===== src/rtl/i2c_pkg.sv =====
// Shared types and constants for the byte-level I2C master sequencer.
package i2c_pkg;
  typedef enum logic [1:0] {
    CMD_START = 2'd0,
    CMD_WRITE = 2'd1,
    CMD_READ  = 2'd2,
    CMD_STOP  = 2'd3
  } i2c_cmd_e;

  typedef enum logic [2:0] {
    ST_IDLE,
    ST_START,
    ST_BIT,
    ST_STOP,
    ST_RESP
  } i2c_state_e;

  localparam int PHASES_PER_BIT = 4;
  localparam int BITS_PER_BYTE  = 9;
endpackage


===== src/rtl/i2c_phase_tick.sv =====
// Quarter-bit phase generator: ticks every CLK_DIV cycles, freezes while the slave stretches SCL.
module i2c_phase_tick #(
  parameter int CLK_DIV = 250
) (
  input  logic       clk,
  input  logic       rst_n,
  input  logic       clr,
  input  logic       hold,
  output logic       tick,
  output logic [1:0] phase
);
  localparam int W = (CLK_DIV > 1) ? $clog2(CLK_DIV) : 1;
  localparam logic [W-1:0] LAST = W'(CLK_DIV - 1);

  logic [W-1:0] cnt;

  assign tick = (cnt == LAST) && !hold;

  always_ff @(posedge clk) begin
    if (!rst_n || clr) begin
      cnt   <= '0;
      phase <= '0;
    end else if (!hold) begin
      if (tick) begin
        cnt   <= '0;
        phase <= phase + 2'd1;
      end else begin
        cnt <= cnt + W'(1);
      end
    end
  end
endmodule


===== src/rtl/i2c_master_ctrl.sv =====
// Byte-level I2C master: sequences START / WRITE / READ / STOP onto SCL/SDA, one response per command.
module i2c_master_ctrl
  import i2c_pkg::*;
#(
  parameter int CLK_DIV = 250
) (
  input  logic       clk_i,
  input  logic       rst_ni,
  input  logic       cmd_valid_i,
  output logic       cmd_ready_o,
  input  logic [1:0] cmd_i,
  input  logic [7:0] wdata_i,
  input  logic       rd_nack_i,
  output logic       rsp_valid_o,
  output logic [7:0] rdata_o,
  output logic       ack_o,
  output logic       err_o,
  output logic       busy_o,
  output logic       scl_o,
  input  logic       scl_i,
  output logic       sda_t_o,
  input  logic       sda_i
);
  i2c_state_e state, state_n;
  i2c_cmd_e   cmd_in, cmd_q;
  logic [7:0] wdata_q, rdata_q;
  logic [8:0] sh;
  logic [3:0] bit_idx;
  logic [2:0] data_sel;
  logic       nack_q, busy_q, err_q, ack_q;
  logic       scl_hold, sda_hold, scl_c, sda_c, data_bit;
  logic       tick, clr, hold, accept, active, last_phase;
  logic [1:0] phase;

  i2c_phase_tick #(.CLK_DIV(CLK_DIV)) u_tick (
    .clk   (clk_i),
    .rst_n (rst_ni),
    .clr   (clr),
    .hold  (hold),
    .tick  (tick),
    .phase (phase)
  );

  assign cmd_in      = i2c_cmd_e'(cmd_i);
  assign cmd_ready_o = (state == ST_IDLE) || (state == ST_RESP);
  assign accept      = cmd_valid_i && cmd_ready_o;
  assign active      = (state == ST_START) || (state == ST_BIT) || (state == ST_STOP);
  assign last_phase  = tick && (phase == 2'(PHASES_PER_BIT - 1));
  // Stretch: we release SCL high in P2 but the slave still pulls it low.
  assign hold        = active && (phase == 2'd2) && scl_c && !scl_i;

  always_comb begin
    state_n = state;
    clr     = 1'b0;
    unique case (state)
      ST_IDLE, ST_RESP: begin
        if (state == ST_RESP) state_n = ST_IDLE;
        if (accept) begin
          clr = 1'b1;
          if (cmd_in == CMD_START)     state_n = ST_START;
          else if (!busy_q)            state_n = ST_RESP;
          else if (cmd_in == CMD_STOP) state_n = ST_STOP;
          else                         state_n = ST_BIT;
        end
      end
      ST_START, ST_STOP: if (last_phase) state_n = ST_RESP;
      ST_BIT:            if (last_phase && bit_idx == 4'd0) state_n = ST_RESP;
      default:           state_n = ST_IDLE;
    endcase
  end

  // Bit 0 is the ACK slot; data bits 8..1 map to wdata[7..0].
  assign data_sel = 3'(bit_idx - 4'd1);
  always_comb begin
    data_bit = 1'b1;
    if (bit_idx == 4'd0) data_bit = (cmd_q == CMD_READ) ? nack_q : 1'b1;
    else                 data_bit = (cmd_q == CMD_WRITE) ? wdata_q[data_sel] : 1'b1;
  end

  // Pins follow the phase table while active and otherwise hold their last level.
  always_comb begin
    scl_c = scl_hold;
    sda_c = sda_hold;
    unique case (state)
      ST_START: begin
        scl_c = (phase == 2'd1) || (phase == 2'd2);
        sda_c = !phase[1];
      end
      ST_BIT: begin
        scl_c = phase[1];
        sda_c = data_bit;
      end
      ST_STOP: begin
        scl_c = (phase != 2'd0);
        sda_c = phase[1];
      end
      default: ;
    endcase
  end

  always_ff @(posedge clk_i) begin
    if (!rst_ni) begin
      state    <= ST_IDLE;
      cmd_q    <= CMD_START;
      wdata_q  <= '0;
      nack_q   <= 1'b0;
      bit_idx  <= '0;
      sh       <= '0;
      busy_q   <= 1'b0;
      err_q    <= 1'b0;
      ack_q    <= 1'b0;
      rdata_q  <= '0;
      scl_hold <= 1'b1;
      sda_hold <= 1'b1;
    end else begin
      state    <= state_n;
      scl_hold <= scl_c;
      sda_hold <= sda_c;
      if (accept) begin
        cmd_q   <= cmd_in;
        wdata_q <= wdata_i;
        nack_q  <= rd_nack_i;
        bit_idx <= 4'(BITS_PER_BYTE - 1);
        err_q   <= (cmd_in != CMD_START) && !busy_q;
      end
      if (state == ST_BIT && tick) begin
        if (phase == 2'd2) sh <= {sh[7:0], sda_i};
        if (phase == 2'd3 && bit_idx != 4'd0) bit_idx <= bit_idx - 4'd1;
      end
      if (last_phase) begin
        unique case (state)
          ST_START: busy_q <= 1'b1;
          ST_STOP:  busy_q <= 1'b0;
          ST_BIT: if (bit_idx == 4'd0) begin
            if (cmd_q == CMD_READ) rdata_q <= sh[8:1];
            else                   ack_q   <= !sh[0];
          end
          default: ;
        endcase
      end
    end
  end

  assign rsp_valid_o = (state == ST_RESP);
  assign rdata_o     = rdata_q;
  assign ack_o       = ack_q;
  assign err_o       = err_q;
  assign busy_o      = busy_q;
  assign scl_o       = scl_c;
  assign sda_t_o     = sda_c;
endmodule


===== config.mk =====
export PLATFORM = sky130hd
export DESIGN_NAME = i2c_master_ctrl
export DESIGN_NICKNAME = d
export VERILOG_FILES = /design/src/rtl/i2c_pkg.sv /design/src/rtl/i2c_phase_tick.sv /design/src/rtl/i2c_master_ctrl.sv
export SDC_FILE = /design/constraint.sdc
export NUM_CORES = 1
export LEC_CHECK = 0
export ABC_AREA = 1
export CORE_MARGIN = 1.5
export CORE_UTILIZATION = 53
export DETAILED_ROUTE_END_ITERATION = 16
export PLACE_DENSITY = 0.77
export SETUP_SLACK_MARGIN = 0.3
export SLEW_MARGIN = 20
export SYNTH_ARGS = -nofsm -noshare
export SYNTH_HDL_FRONTEND = slang
export SYNTH_SLANG_ARGS = --single-unit

===== constraint.sdc =====
create_clock -name clk_i -period 2.47 [get_ports clk_i]
set_input_delay 0.741 -clock clk_i [delete_from_list [all_inputs] [get_ports clk_i]]
set_output_delay 0.741 -clock clk_i [all_outputs]
set_load 0.03 [all_outputs]

==> qor.txt <==
Crit path arrival time = 1.73 ns
Final-stage net count = 391
CP Max Fanout = 4
Final antenna diode count = 0
Violated checks = negative setup slack
Longest Clk Path Bufs = 2
Mean Syn Cell Area = 7.108 sq um
HPWL after DPL = 3.458 mm
Final setup viols = 1
Final Cycle Share = 100.2%
Cell area power density = 625.1 mW/mm^2
Area leader, netlist = dfxtp_1
Critical path class = flop to primary output
Initial core utilization = 56.31%
Routed Wire Length = 4.946 mm
FMAX = 404.2 MHz
Cell with the most instances on the worst path = nand2_1
First-pass GRT wire length = 8.680 mm
CTS Root Cell = clkbuf_8
Layout area overhead = 27.86%
Grt total ovfl = 0
CTS tree = yes
Startpoint types = flop
Reg power frac = 47.6%
Post-route minimum period = 2.474 ns
Most frequent cells in the layout = nor2_1 (58), nand2_1 (47), dfxtp_1 (46), inv_1 (31), a21oi_1 (30)
Commonest non-fill, non-tap cell in the layout = nor2_1
Pins Over Slew Limit = 0
Clock slew at reported path FFs = 0.09 ns
Final WS setup = -0.003778 ns
Remaining DRCs = 0
Ranking of synthesized cells by area = dfxtp_1 (43%), nor2_1 (9.9%), nand2_1 (7.9%), a21oi_1 (6.7%), o21ai_0 (6.7%)
Cell row count = 23
Total number of vias = 2,145
Leak = 1.214 nW
Hold-fix buffers at CTS = 0
Num CTS Buffers = 5
Largest net degree at the start of global routing = 28
Htree depth = 2
Post-Synthesis Cells = 326
Antenna-violating nets left = 0
Post-Syn Nets = 348
Worst path cell trace = inv_4 -> ha_4 -> o21ai_0 -> o22ai_1 -> nand2_1 -> nand3_1 -> nand2_1 -> nand3_2 -> o21ai_2 -> inv_2 -> buf_6
Final GP Congestion = 0.8314
Worst ir drop on vdd = 482.9 uV
Iteration-0 DRC Markers = 85
Pint = 1.313 mW
Final Hold Viols = 0
Clk Latency, worst-skew pair = 0.31 ns
Max Cap Violations = 0
Die Wd = 69.12 um
Sw power = 0.5395 mW
Layout cells sized above 1 = 16.22%
WP buf/inv = 3
Register bit total from synthesis = 50
Worst Skew = 0.005876 ns
Vias per cell = 5.107
IO Pins = 31
Hold Crit Class = flop to flop
Num Clock Sinks = 50
Yosys warning total = 0
Vias in the first global route = 1,970
Setup TNS Final = -0.003778 ns
Hold_ws = 0.4724 ns
Clk pwr share = 31.9%
Sequential area share after synthesis = 43.20%
Core footprint = 0.004115 sq mm
I/O Buffers = 30
Synth top area share = 43.20%
Max-slew headroom = 77.83%
Status = complete, but fails checks
RSZ-0062 raised after global routing = yes
Worst path required time = 1.73 ns
Syn Std Cell Area = 0.002317 sq mm
Die area = 0.004778 sq mm
Worst slew pin tran = 0.3301 ns
Net Sw Frac = 29.13%
Comb pwr share = 20.5%
Gr usage total = 22.04%
Die Span Y = 69.12 um
Critical Path End Type = primary output
DR pass1 iterations = 4
Count of different cell masters after synthesis = 29
Initial antenna violation count = 0
Crit-path leading delay family = flip-flops
Slowest-stage cell, CP = dfxtp_4
Routed len/inst = 11.78 um
Crit-path max cell delay = 0.38 ns
metal layers:
metal	up-vias	wire, um	GRT usage, %
li1	1140	-	-
met5	-	0	0
met1	966	2329	27.55
met4	0	74	7.407
met3	6	149	4.825
met2	33	2394	37.50
metrics by stage:
| step | utilization [%] | worst slack [ns] | cells | power, mW | instance area [sq um] |
|---|---|---|---|---|---|
| 2_1_floorplan | - | 0.3217 | 326 | 1.110 | 2323 |
| 3_3_place_gp | 65.13 | 0.1403 | 403 | 1.216 | 2680 |
| 3_5_place_dp | 65.13 | 0.05287 | 403 | 1.223 | 2680 |
| 4_1_cts | 69.78 | -0.06872 | 416 | 1.825 | 2872 |
| 5_1_grt | 72.00 | -0.1405 | 420 | 1.947 | 2963 |
| 6_report | 72.00 | -0.003778 | 420 | 1.852 | 2963 |
worst paths after layout:
| path | depth (start not counted) | start | slack (ns) | to |
|---|---|---|---|---|
| max | 11 | bit_idx[0]$_SDFF_PN0_ | -0.004 | sda_t_o |
| min | 2 | sh[8]$_SDFFE_PN0P_ | 0.47 | sh[8]$_SDFFE_PN0P_ |
| max reg2reg | 12 | u_tick.phase[1]$_SDFFE_PP0P_ | 0.36 | rdata_o[1]$_SDFFE_PN0P_ |
| min reg2reg | 2 | sh[8]$_SDFFE_PN0P_ | 0.47 | sh[8]$_SDFFE_PN0P_ |
worst reg2reg max path, delay by kind of cell (launching register included):
family	cells	cell delay, ns
adders and majority gates	1	0.23
AOI/OAI and AO/OA	1	0.25
buffers and inverters	3	0.31
and+or+nand+nor	7	0.83
DFF	1	0.39
power by group through the flow:
| stage | Combinational (mW) | Clock (mW) | Sequential (mW) |
|---|---|---|---|
| after floorplan | 0.214 | 0 | 0.896 |
| after global placement | 0.317 | 0 | 0.899 |
| after detailed placement | 0.323 | 0 | 0.900 |
| after CTS | 0.346 | 0.598 | 0.881 |
| after global routing | 0.419 | 0.640 | 0.889 |
| final | 0.379 | 0.591 | 0.882 |
synthesized netlist by cell type:
| cell type | count |
|---|---|
| a211oi_1 | 1 |
| a21oi_1 | 31 |
| and3_1 | 1 |
| buf_1 | 1 |
| buf_2 | 1 |
| buf_6 | 2 |
| clkbuf_1 | 6 |
| dfxtp_1 | 50 |
| ha_1 | 6 |
| inv_1 | 37 |
| inv_2 | 2 |
| nand2_1 | 49 |
| nand2_2 | 3 |
| nand2_4 | 1 |
| nand3_1 | 20 |
| nand3_2 | 2 |
| nand3b_1 | 1 |
| nand4_1 | 3 |
| nor2_1 | 61 |
| nor2_2 | 1 |
| nor3_1 | 7 |
| nor3_2 | 1 |
| nor3b_1 | 1 |
| nor4_4 | 1 |
| o21a_1 | 2 |
| o21ai_0 | 31 |
| o22ai_1 | 1 |
| xnor2_1 | 2 |
| xor2_1 | 1 |
what timing repair did:
action | CTS | global route
gates resized for setup | 15 | 23
buffers inserted | 5 | 4
pin swaps | 7 | 8
endpoints found under the setup margin | 4 | 24
final cells by class:
| cell class | instances | area [sq um] |
|---|---|---|
| Multi-Input combinational cell | 227 | 1195 |
| Fill cell | 338 | 1152 |
| Sequential cell | 50 | 1011 |
| Timing Repair Buffer | 46 | 427.9 |
| Inverter | 39 | 153.9 |
| Clock buffer | 5 | 68.82 |
| Tap cell | 50 | 62.56 |
| Clock inverter | 3 | 43.79 |
flip-flops by register name, summed over array words and instances, names as in the netlist:
signal        flops
u_tick.cnt        8
ack_o             1
busy_o            1
sda_hold          1
scl_hold          1
err_o             1
cmd_q             2
u_tick.phase      2
wdata_q           8
state             3
nack_q            1
bit_idx           4
rdata_o           8
sh                9
kinds of logic (layout without fill, tap and decap cells):
| logic type | after synthesis | in the layout | synth area share [%] |
|---|---|---|---|
| and+or+nand+nor | 152 | 152 | 29.16 |
| adders and majority gates | 6 | 6 | 3.240 |
| DFF | 50 | 50 | 43.20 |
| AOI/OAI and AO/OA | 66 | 66 | 14.63 |
| xor gates and xnor gates | 3 | 3 | 1.134 |
| buffers and inverters | 49 | 93 | 8.639 |
(Power assumes the default switching activity.)
